===== src/rtl/slot_alloc_32_pkg.sv =====
// Shared types and constants for the 32-entry slot allocator.
// Latency: n/a (types, constants and elaboration-time helpers only).
// Backpressure: n/a.
package slot_alloc_32_pkg;

    localparam int ALLOC_ENTRIES = 32;
    localparam int ALLOC_IDX_W   = 5;
    localparam int ALLOC_CNT_W   = 6;

    typedef logic [ALLOC_IDX_W-1:0]   alloc_idx_t;
    typedef logic [ALLOC_ENTRIES-1:0] alloc_vec_t;
    typedef logic [ALLOC_CNT_W-1:0]   alloc_cnt_t;

    // Free vector after reset or flush: reserved low slots are permanently busy.
    function automatic alloc_vec_t reset_free_mask(input int reserved);
        alloc_vec_t m;
        for (int i = 0; i < ALLOC_ENTRIES; i++) begin
            m[i] = (i >= reserved);
        end
        return m;
    endfunction

    // Matching free count for the mask above.
    function automatic alloc_cnt_t reset_free_count(input int reserved);
        return alloc_cnt_t'(ALLOC_ENTRIES - reserved);
    endfunction

endpackage


===== src/rtl/priority_encoder_32.sv =====
// 32-input priority encoder: index of the first input equal to SIGNAL.
// Latency: purely combinational, zero cycles.
// Backpressure: none; valid=0 and idx=0 when no input matches.
//
// Ports:
//   in_vec  unpacked 32-entry input vector
//   idx     selected index (lowest first when HIGH_PRIORITY=0, highest otherwise)
//   valid   at least one input equals SIGNAL
module priority_encoder_32
    import slot_alloc_32_pkg::*;
#(
    parameter bit SIGNAL        = 1'b1,
    parameter bit HIGH_PRIORITY = 1'b0
) (
    input  logic                   in_vec [ALLOC_ENTRIES],
    output logic [ALLOC_IDX_W-1:0] idx,
    output logic                   valid
);

    // The loop runs from the lowest-priority end so the last match written wins.
    always_comb begin
        idx   = '0;
        valid = 1'b0;
        if (HIGH_PRIORITY) begin
            for (int i = 0; i < ALLOC_ENTRIES; i++) begin
                if (in_vec[i] == SIGNAL) begin
                    idx   = alloc_idx_t'(i);
                    valid = 1'b1;
                end
            end
        end else begin
            for (int i = ALLOC_ENTRIES - 1; i >= 0; i--) begin
                if (in_vec[i] == SIGNAL) begin
                    idx   = alloc_idx_t'(i);
                    valid = 1'b1;
                end
            end
        end
    end

endmodule


===== src/rtl/slot_alloc_32.sv =====
// Slot allocator for a 32-entry out-of-order structure: grants free slots, accepts releases.
// Latency: grant is combinational from registered state; alloc/release/flush visible next cycle.
// Backpressure: alloc_ready=0 when no slot is free; requests while not ready are dropped.
//
// Ports:
//   clk, rst_n         clock, async active-low reset
//   alloc_req          dispatch wants a slot this cycle
//   alloc_ready        at least one slot free
//   alloc_idx          offered slot (0 when not ready)
//   release_valid/idx  return one slot
//   flush              restore reset occupancy (error flag kept)
//   free_count         number of free slots, 0..32
//   release_err        sticky illegal-release flag
module slot_alloc_32
    import slot_alloc_32_pkg::*;
#(
    parameter bit HIGH_PRIORITY    = 1'b0,
    parameter int RESERVED_ENTRIES = 0
) (
    input  logic                   clk,
    input  logic                   rst_n,
    input  logic                   alloc_req,
    output logic                   alloc_ready,
    output logic [ALLOC_IDX_W-1:0] alloc_idx,
    input  logic                   release_valid,
    input  logic [ALLOC_IDX_W-1:0] release_idx,
    input  logic                   flush,
    output logic [ALLOC_CNT_W-1:0] free_count,
    output logic                   release_err
);

    localparam alloc_vec_t FREE_INIT  = reset_free_mask(RESERVED_ENTRIES);
    localparam alloc_cnt_t COUNT_INIT = reset_free_count(RESERVED_ENTRIES);

    alloc_vec_t free_q, free_d;
    alloc_cnt_t count_q, count_d;
    logic       err_q, err_d;

    logic       free_unp [ALLOC_ENTRIES];
    alloc_idx_t enc_idx;
    logic       enc_vld;

    logic       alloc_fire;
    logic       rel_illegal;
    logic       rel_fire;

    always_comb begin
        for (int i = 0; i < ALLOC_ENTRIES; i++) begin
            free_unp[i] = free_q[i];
        end
    end

    priority_encoder_32 #(
        .SIGNAL        (1'b1),
        .HIGH_PRIORITY (HIGH_PRIORITY)
    ) u_enc (
        .in_vec (free_unp),
        .idx    (enc_idx),
        .valid  (enc_vld)
    );

    assign alloc_ready = enc_vld;
    assign alloc_idx   = enc_idx;
    assign free_count  = count_q;
    assign release_err = err_q;

    assign alloc_fire = alloc_req && enc_vld;

    // Reserved slots are exactly the zero bits of the reset mask, so that test
    // covers the index range check without a comparison against zero.
    // Releasing the slot being granted this cycle is caught by the free_q check,
    // since the grant has not yet cleared it.
    assign rel_illegal = release_valid && (free_q[release_idx] || !FREE_INIT[release_idx]);
    assign rel_fire    = release_valid && !rel_illegal;

    always_comb begin
        free_d  = free_q;
        count_d = count_q;
        err_d   = err_q;
        if (flush) begin
            free_d  = FREE_INIT;
            count_d = COUNT_INIT;
        end else begin
            err_d = err_q | rel_illegal;
            if (alloc_fire) begin
                free_d[enc_idx] = 1'b0;
            end
            if (rel_fire) begin
                free_d[release_idx] = 1'b1;
            end
            case ({alloc_fire, rel_fire})
                2'b10:   count_d = count_q - alloc_cnt_t'(1);
                2'b01:   count_d = count_q + alloc_cnt_t'(1);
                default: count_d = count_q;
            endcase
        end
    end

    always_ff @(posedge clk or negedge rst_n) begin
        if (!rst_n) begin
            free_q  <= FREE_INIT;
            count_q <= COUNT_INIT;
            err_q   <= 1'b0;
        end else begin
            free_q  <= free_d;
            count_q <= count_d;
            err_q   <= err_d;
        end
    end

endmodule


===== config.mk =====
export PLATFORM = sky130hd
export DESIGN_NAME = slot_alloc_32
export DESIGN_NICKNAME = d
export VERILOG_FILES = /design/src/rtl/slot_alloc_32_pkg.sv /design/src/rtl/priority_encoder_32.sv /design/src/rtl/slot_alloc_32.sv
export SDC_FILE = /design/constraint.sdc
export NUM_CORES = 1
export LEC_CHECK = 0
export CAP_MARGIN = 30
export CORE_ASPECT_RATIO = 1.4
export CORE_MARGIN = 4
export CORE_UTILIZATION = 59
export CTS_CLUSTER_DIAMETER = 50
export CTS_CLUSTER_SIZE = 10
export DETAILED_ROUTE_END_ITERATION = 10
export GPL_ROUTABILITY_DRIVEN = 0
export PLACE_DENSITY = 0.79
export SYNTH_ARGS = -nofsm -noshare
export SYNTH_HDL_FRONTEND = slang
export SYNTH_SLANG_ARGS = --single-unit

===== constraint.sdc =====
create_clock -name clk -period 4 [get_ports clk]
set_input_delay 0.8 -clock clk [delete_from_list [all_inputs] [get_ports clk]]
set_output_delay 0.8 -clock clk [all_outputs]
set_load 0.05 [all_outputs]

==> results of run 1 <==
## layout make-up
| cell class | instances | area [µm²] |
|---|---|---|
| multi-input cells | 248 | 1830 |
| fillers | 366 | 1330 |
| flip-flops and latches | 39 | 1020 |
| repair buffers | 53 | 440 |
| clock buffers | 6 | 82.6 |
| well taps | 64 | 80.1 |
| inverters | 17 | 63.8 |
| clock inverters | 2 | 35.0 |
## power groups by stage
stage	clock network (mW)	logic [mW]	registers, mW
2_1_floorplan	0	0.203	0.507
3_3_place_gp	0	0.414	0.452
3_5_place_dp	0	0.428	0.452
4_1_cts	0.355	0.437	0.447
5_1_grt	0.377	0.469	0.450
6_report	0.351	0.439	0.449
## cell usage after synthesis (all sizes together), types with 3 or more instances
cell type  count
clkbuf         8
dfstp         33
nor2          24
inv           17
dfrtp          6
o21bai         3
nor3b          3
or4            9
a21o           3
a21oi         12
mux2i          5
nor2b          5
nand3         32
a221o         28
nand2         19
nand2b         3
o211ai         3
o2111ai        3
ha             4
and3           4
a211oi         3
mux2          10
buf           11
o31a           4
a31oi          3
o21ai         12
nor3          15
nor4           9
## layer usage
| metal | wire [µm] | share of wire, % | vias to the layer above | global-route usage (%) |
|---|---|---|---|---|
| li1 | - | - | 1341 | - |
| met5 | 0 | 0 | - | 0 |
| met1 | 3620 | 39 | 1462 | 37.4 |
| met3 | 597 | 6.5 | 40 | 5.83 |
| met2 | 4580 | 50 | 144 | 50.3 |
| met4 | 422 | 4.6 | 0 | 17.4 |
## registers in the layout, indices dropped and copies added, names as in the netlist
register and cells:
free_count 6, release_err 1, free_q 32
## stage by stage
step / area, µm² / std cells / TNS (ns)
6_report: 3550 / 429 / 0
5_1_grt: 3550 / 429 / 0
4_1_cts: 3550 / 429 / 0
3_5_place_dp: 3420 / 420 / -1.24
3_3_place_gp: 3420 / 420 / -0.749
2_1_floorplan: 3010 / 323 / 0
## what timing repair did
item,in CTS,in global routing
setup buffers,1,0
setup endpoints to repair,2,2
cloned,0,0
gates resized for setup,5,3
pin swaps,0,0
## logic make-up after synthesis
| kind of cell | after synthesis |
|---|---|
| AND/OR/NAND/NOR | 132 |
| flip-flops | 39 |
| adder cells (fa/ha/maj) | 5 |
| AO/OA/AOI/OAI | 90 |
| buffers and inverters | 36 |
| XOR/XNOR | 4 |
| multiplexers | 17 |
## worst max path at each step
stage	start	end	slack, ns	cells after the start
after floorplan	release_idx[0]	free_count[5]	0.11	15
after global placement	release_idx[0]	free_count[5]	-0.39	16
after detailed placement	release_idx[0]	free_count[5]	-0.59	16
after CTS	release_idx[4]	free_count[4]	0.04	16
after global routing	release_idx[2]	free_count[5]	0.02	15
final	release_idx[2]	free_count[5]	0.21	15
==> summary.txt, run 1 <==
TritonCTS buffer count: 5
VDD IR-drop max: 179 µV
Int Pwr: 0.809 mW
TritonCTS clock tree: yes
first-pass GRT wire length: 14,700 µm
worst relative slew slack: 38.9%
final-report max-slew violation count: 0
Critical Path Source Type: input port
clock-pin slew reported for the worst setup and hold paths after clock tree synthesis: 0.08 ns
layout cell share with drive strength beyond 1: 28.2%
final routed wirelength across all metal layers: 9220 µm
All-Layer GR Usage: 31.1%
most frequent standard cell in the layout excluding fill and tap cells: sky130_fd_sc_hd__dfstp_2
capture endpoint of the worst hold path: release_err
Sw Ratio: 34.7%
count of distinct cell types in the synthesized netlist: 64
areal power density over the cells: 348 nW/µm²
Worst Hold Depth: 1
worst endpoint data arrival time: 3.99 ns
critical path data required time: 4.21 ns
Bufs and invs on worst path: 1
maximum fanout along the worst path: 7
via count: 2,987
power after layout: 1.24 mW
fraction of post-synthesis cell area in the top cell type by area: 28.8%
largest area contributor in the netlist: sky130_fd_sc_hd__dfstp_2
starting density of the core: 61.7%
overall die height: 92.6 µm
Worst Max-Slew Pin Slew: 0.913 ns
Reg2Reg Launch Point: free_q[0]
Fmax achieved: 264 MHz
worst setup timing slack at the placement stage: -0.594 ns
kind of path behind the tightest hold check: flip-flop to flip-flop
count of warnings emitted by yosys: 0
final core utilization: 72.8%
total gr overflow: 0
Post-synth EDFFs: 0
number of buffers added on ports: 22
post-synthesis simple-gate area fraction: 25.0%
number of buffers inserted for hold repair after clock tree synthesis: 0
total number of nets in the final design: 379
endpoint class of the critical path: flip-flop
FF+latch count, synth: 39
Syn Nets: 338
Die Area: 6330 µm²
floorplan die width: 68.4 µm
ys flop type: sky130_fd_sc_hd__dfstp_2
unrepaired setup endpoints after global routing: false
average wire length per cell after detail routing: 21.5 µm
Static Leak: 1.36 nW
start point of the worst min-delay path: release_err
top area cells in the synthesized netlist: sky130_fd_sc_hd__dfstp_2 (29%), sky130_fd_sc_hd__a221o_1 (9.3%), sky130_fd_sc_hd__nand3_1 (5.3%)
Root Buffer: sky130_fd_sc_hd__clkbuf_8
number of standard cells after synthesis: 323
Hold Fails Final Rpt: 0
Skew-Pair Late Insertion Delay: 0.30 ns
Hold Worst Slack: 0.487 ns
multiplexer share of the synthesized area: 6.89%
Seq/Total Area, Yosys: 33.8%
switching power: 0.429 mW
placed wire-length estimate: 6460 µm
antenna violations before repair: 0
Reg2Reg Depth: 13
slack of the worst reg-to-reg path: 0.48 ns
sink count of the clock tree: 39
Area growth, synth to finish: 17.9%
floorplan core area: 4880 µm²
xor-xnor portion of the synthesized cell area: 1.62%
biggest cell delay along the critical path: 0.38 ns
path type of the worst setup path: input port to flip-flop
post-synthesis adder-cell area fraction: 2.33%
proportion of power drawn by flip-flops and latches: 36.2%
portion of the clock cycle consumed by the worst path in the final layout: 94.6%
series of cell instances along the critical path: dlygate4sd2_1 > and3b_1 > a222oi_1 > and3_1 > o21a_1 > or2_1 > nand3_1 > ha_1 > o21ai_0 > o21bai_1 > a21oi_2 > nor3_1 > a21oi_1 > o21ai_1 > nor4_1
final setup margin: 0.214 ns
commonest non-fill, non-tap cells in the layout: sky130_fd_sc_hd__dfstp_2 (33), sky130_fd_sc_hd__nand3_1 (32), sky130_fd_sc_hd__buf_4 (32)
number of rows created at floorplan: 30
H-tree levels: 2
combinational share of power: 35.5%
n_diodes: 0
maxcap violations: 0
Longest Clk Path Bufs: 2
number of global-route vias before repair: 2,878
Cell Area, Synth: 3010 µm²
capture instance of the worst register-to-register path: free_count[5]
CP max-delay cell: sky130_fd_sc_hd__dlygate4sd2_1
dominant combinational cell family by area after synthesis: simple AND/OR/NAND/NOR gates
number of violations reported at the end of detailed-routing iteration 0: 314
largest clock skew in the final design: 0.00725 ns
largest net degree at the start of global routing: 40
remaining routing DRC violations: 0
DR vias/cell: 6.96
ys async rst share: 100%
area fraction in compound gates after synthesis: 24.8%
Top-Level Pins: 23
# setup viols final: 0
Top Family by Delay on Critical Path: compound AO/OA/AOI/OAI gates
syn avg cell area: 9.33 µm²
clock group share of total power: 28.3%
residual antenna-violating net count after detailed routing: 0
final worst path period need: 3.79 ns
result of the run: completed
DR pass1 iterations: 7
No activity file was read; power rests on OpenSTA's default activity.
==> run 2: changes to the inputs <==
--- a/config.mk
+++ b/config.mk
@@ -7,7 +7,7 @@
 export LEC_CHECK = 0
 export CAP_MARGIN = 30
 export CORE_ASPECT_RATIO = 1.4
-export CORE_MARGIN = 4
+export CORE_MARGIN = 2
 export CORE_UTILIZATION = 59
 export CTS_CLUSTER_DIAMETER = 50
 export CTS_CLUSTER_SIZE = 10
==> summary.txt, run 2 (synthesized netlist as in run 1, its figures left out) <==
result of the run: completed
via count: 3,044
portion of the clock cycle consumed by the worst path in the final layout: 92.2%
total area of multi-input combinational cells: 1890 µm²
number of buffers added on ports: 22
kind of path behind the tightest hold check: flip-flop to flip-flop
number of standard cells in the final layout excluding fillers: 433
H-tree levels: 2
sink count of the clock tree: 39
final core utilization: 75.1%
total number of nets in the final design: 383
series of cell instances along the critical path: clkbuf_2 > buf_4 > mux2_2 > a22oi_1 > and3_1 > o21a_1 > or2_4 > nand3_4 > buf_4 > ha_1 > o21ai_2 > o21bai_1 > a21oi_2 > nor4b_1 > a21oi_1 > o21ai_1 > nor4_2
# setup viols final: 0
max reg flops: 32
Area growth, synth to finish: 21.6%
Root Buffer: sky130_fd_sc_hd__clkbuf_8
total gr overflow: 0
Worst Max-Slew Pin Slew: 0.888 ns
filler cell count: 362
VDD IR-drop max: 232 µV
critical path's most frequent cell: sky130_fd_sc_hd__buf_4
placed cell areas: 3450 µm²
worst endpoint data arrival time: 3.90 ns
DR pass1 iterations: 5
first-pass GRT wire length: 14,400 µm
largest net degree at the start of global routing: 40
antenna violations before repair: 0
endpoint class of the critical path: flip-flop
Critical Path Source Type: input port
Fmax achieved: 271 MHz
final setup margin: 0.313 ns
All-Layer GR Usage: 33.3%
Hold Fails Final Rpt: 0
number of rows created at floorplan: 30
register containing the most flip-flops in the final layout: free_q
Skew-Pair Late Insertion Delay: 0.30 ns
most frequent standard cell in the layout excluding fill and tap cells: sky130_fd_sc_hd__buf_4
number of violations reported at the end of detailed-routing iteration 0: 236
final routed wirelength across all metal layers: 9090 µm
Top-Level Pins: 23
TritonCTS clock tree: yes
worst relative slew slack: 40.8%
average wire length per cell after detail routing: 21.0 µm
clock-pin slew reported for the worst setup and hold paths after clock tree synthesis: 0.08 ns
final worst path period need: 3.69 ns
starting density of the core: 61.7%
commonest non-fill, non-tap cells in the layout: sky130_fd_sc_hd__buf_4 (35), sky130_fd_sc_hd__dfstp_2 (33), sky130_fd_sc_hd__nand3_1 (31)
uppermost layer routed: met4
final instance area: 3660 µm²
floorplan die width: 64.4 µm
worst setup timing slack at the placement stage: -0.626 ns
layout cell share with drive strength beyond 1: 30.9%
number of global-route vias before repair: 2,866
Die Area: 5700 µm²
Hold Worst Slack: 0.475 ns
maximum fanout along the worst path: 8
placed wire-length estimate: 6390 µm
areal power density over the cells: 344 nW/µm²
CP max-delay cell: sky130_fd_sc_hd__mux2_2
amount of wire on met2 after detailed routing: 4500 µm
maxcap violations: 0
unrepaired setup endpoints after global routing: false
Longest Clk Path Bufs: 2
critical path data required time: 4.21 ns
routed length on met3: 585 µm
largest clock skew in the final design: 0.00813 ns
DR vias/cell: 7.03
post-route met1 wirelength: 3520 µm
floorplan core area: 4880 µm²
n_diodes: 0
Static Leak: 1.41 nW
remaining routing DRC violations: 0
biggest cell delay along the critical path: 0.35 ns
residual antenna-violating net count after detailed routing: 0
final-report max-slew violation count: 0
overall die height: 88.6 µm
path type of the worst setup path: input port to flip-flop
Sequential Area: 1020 µm²
TritonCTS buffer count: 5
instance count after placement with tap cells included: 422
run 2: metal layers:
metal / up-vias / global-route usage (%)
met4: 0 / 18.8
met5: - / 0
met3: 52 / 4.71
met2: 152 / 58.1
li1: 1357 / -
met1: 1483 / 39.5
run 2: critical path: cells and delay by family:
family | cells | cell delay [ns]
and+or+nand+nor | 5 | 0.91
adders and majority gates | 1 | 0.30
buffers and inverters | 3 | 0.52
AOI/OAI and AO/OA | 7 | 1.02
muxes | 1 | 0.35
run 2: final cells by class:
type | instances | area share, %
Multi-Input combinational cell | 248 | 51.6
Inverter | 17 | 1.74
Clock inverter | 2 | 1.06
Tap cell | 64 | 2.19
Clock buffer | 6 | 2.25
Timing Repair Buffer | 57 | 13.4
Sequential cell | 39 | 27.8
run 2: power breakdown:
part	switching (mW)	internal, mW	leakage, nW	total (mW)
Sequential	0.0287	0.420	0.422	0.448
Combinational	0.258	0.198	0.926	0.456
Clock	0.150	0.205	0.0618	0.356
run 2: worst paths after layout:
kind	start	end	slack, ns	cells after the start
max	release_idx[0]	free_count[5]	0.31	17
min in group asynchronous	rst_n	free_count[1]	0.62	1
min	release_err	release_err	0.48	1
max in group asynchronous	rst_n	free_count[4]	2.84	1
min reg2reg	release_err	release_err	0.48	1
max reg2reg	free_q[0]	free_count[5]	0.57	14
run 2: through the flow:
step / TNS, ns / total power, mW
3_3_place_gp: -0.739 / 0.863
2_1_floorplan: 0 / 0.709
4_1_cts: 0 / 1.24
5_1_grt: 0 / 1.31
3_5_place_dp: -1.27 / 0.873
6_report: 0 / 1.26
run 2: timing repair:
action	4_1_cts	5_1_grt
resized for setup	4	15
setup buffers	0	3
hold buffers	0	0
pin swaps	0	12
endpoints found under the setup margin	2	2
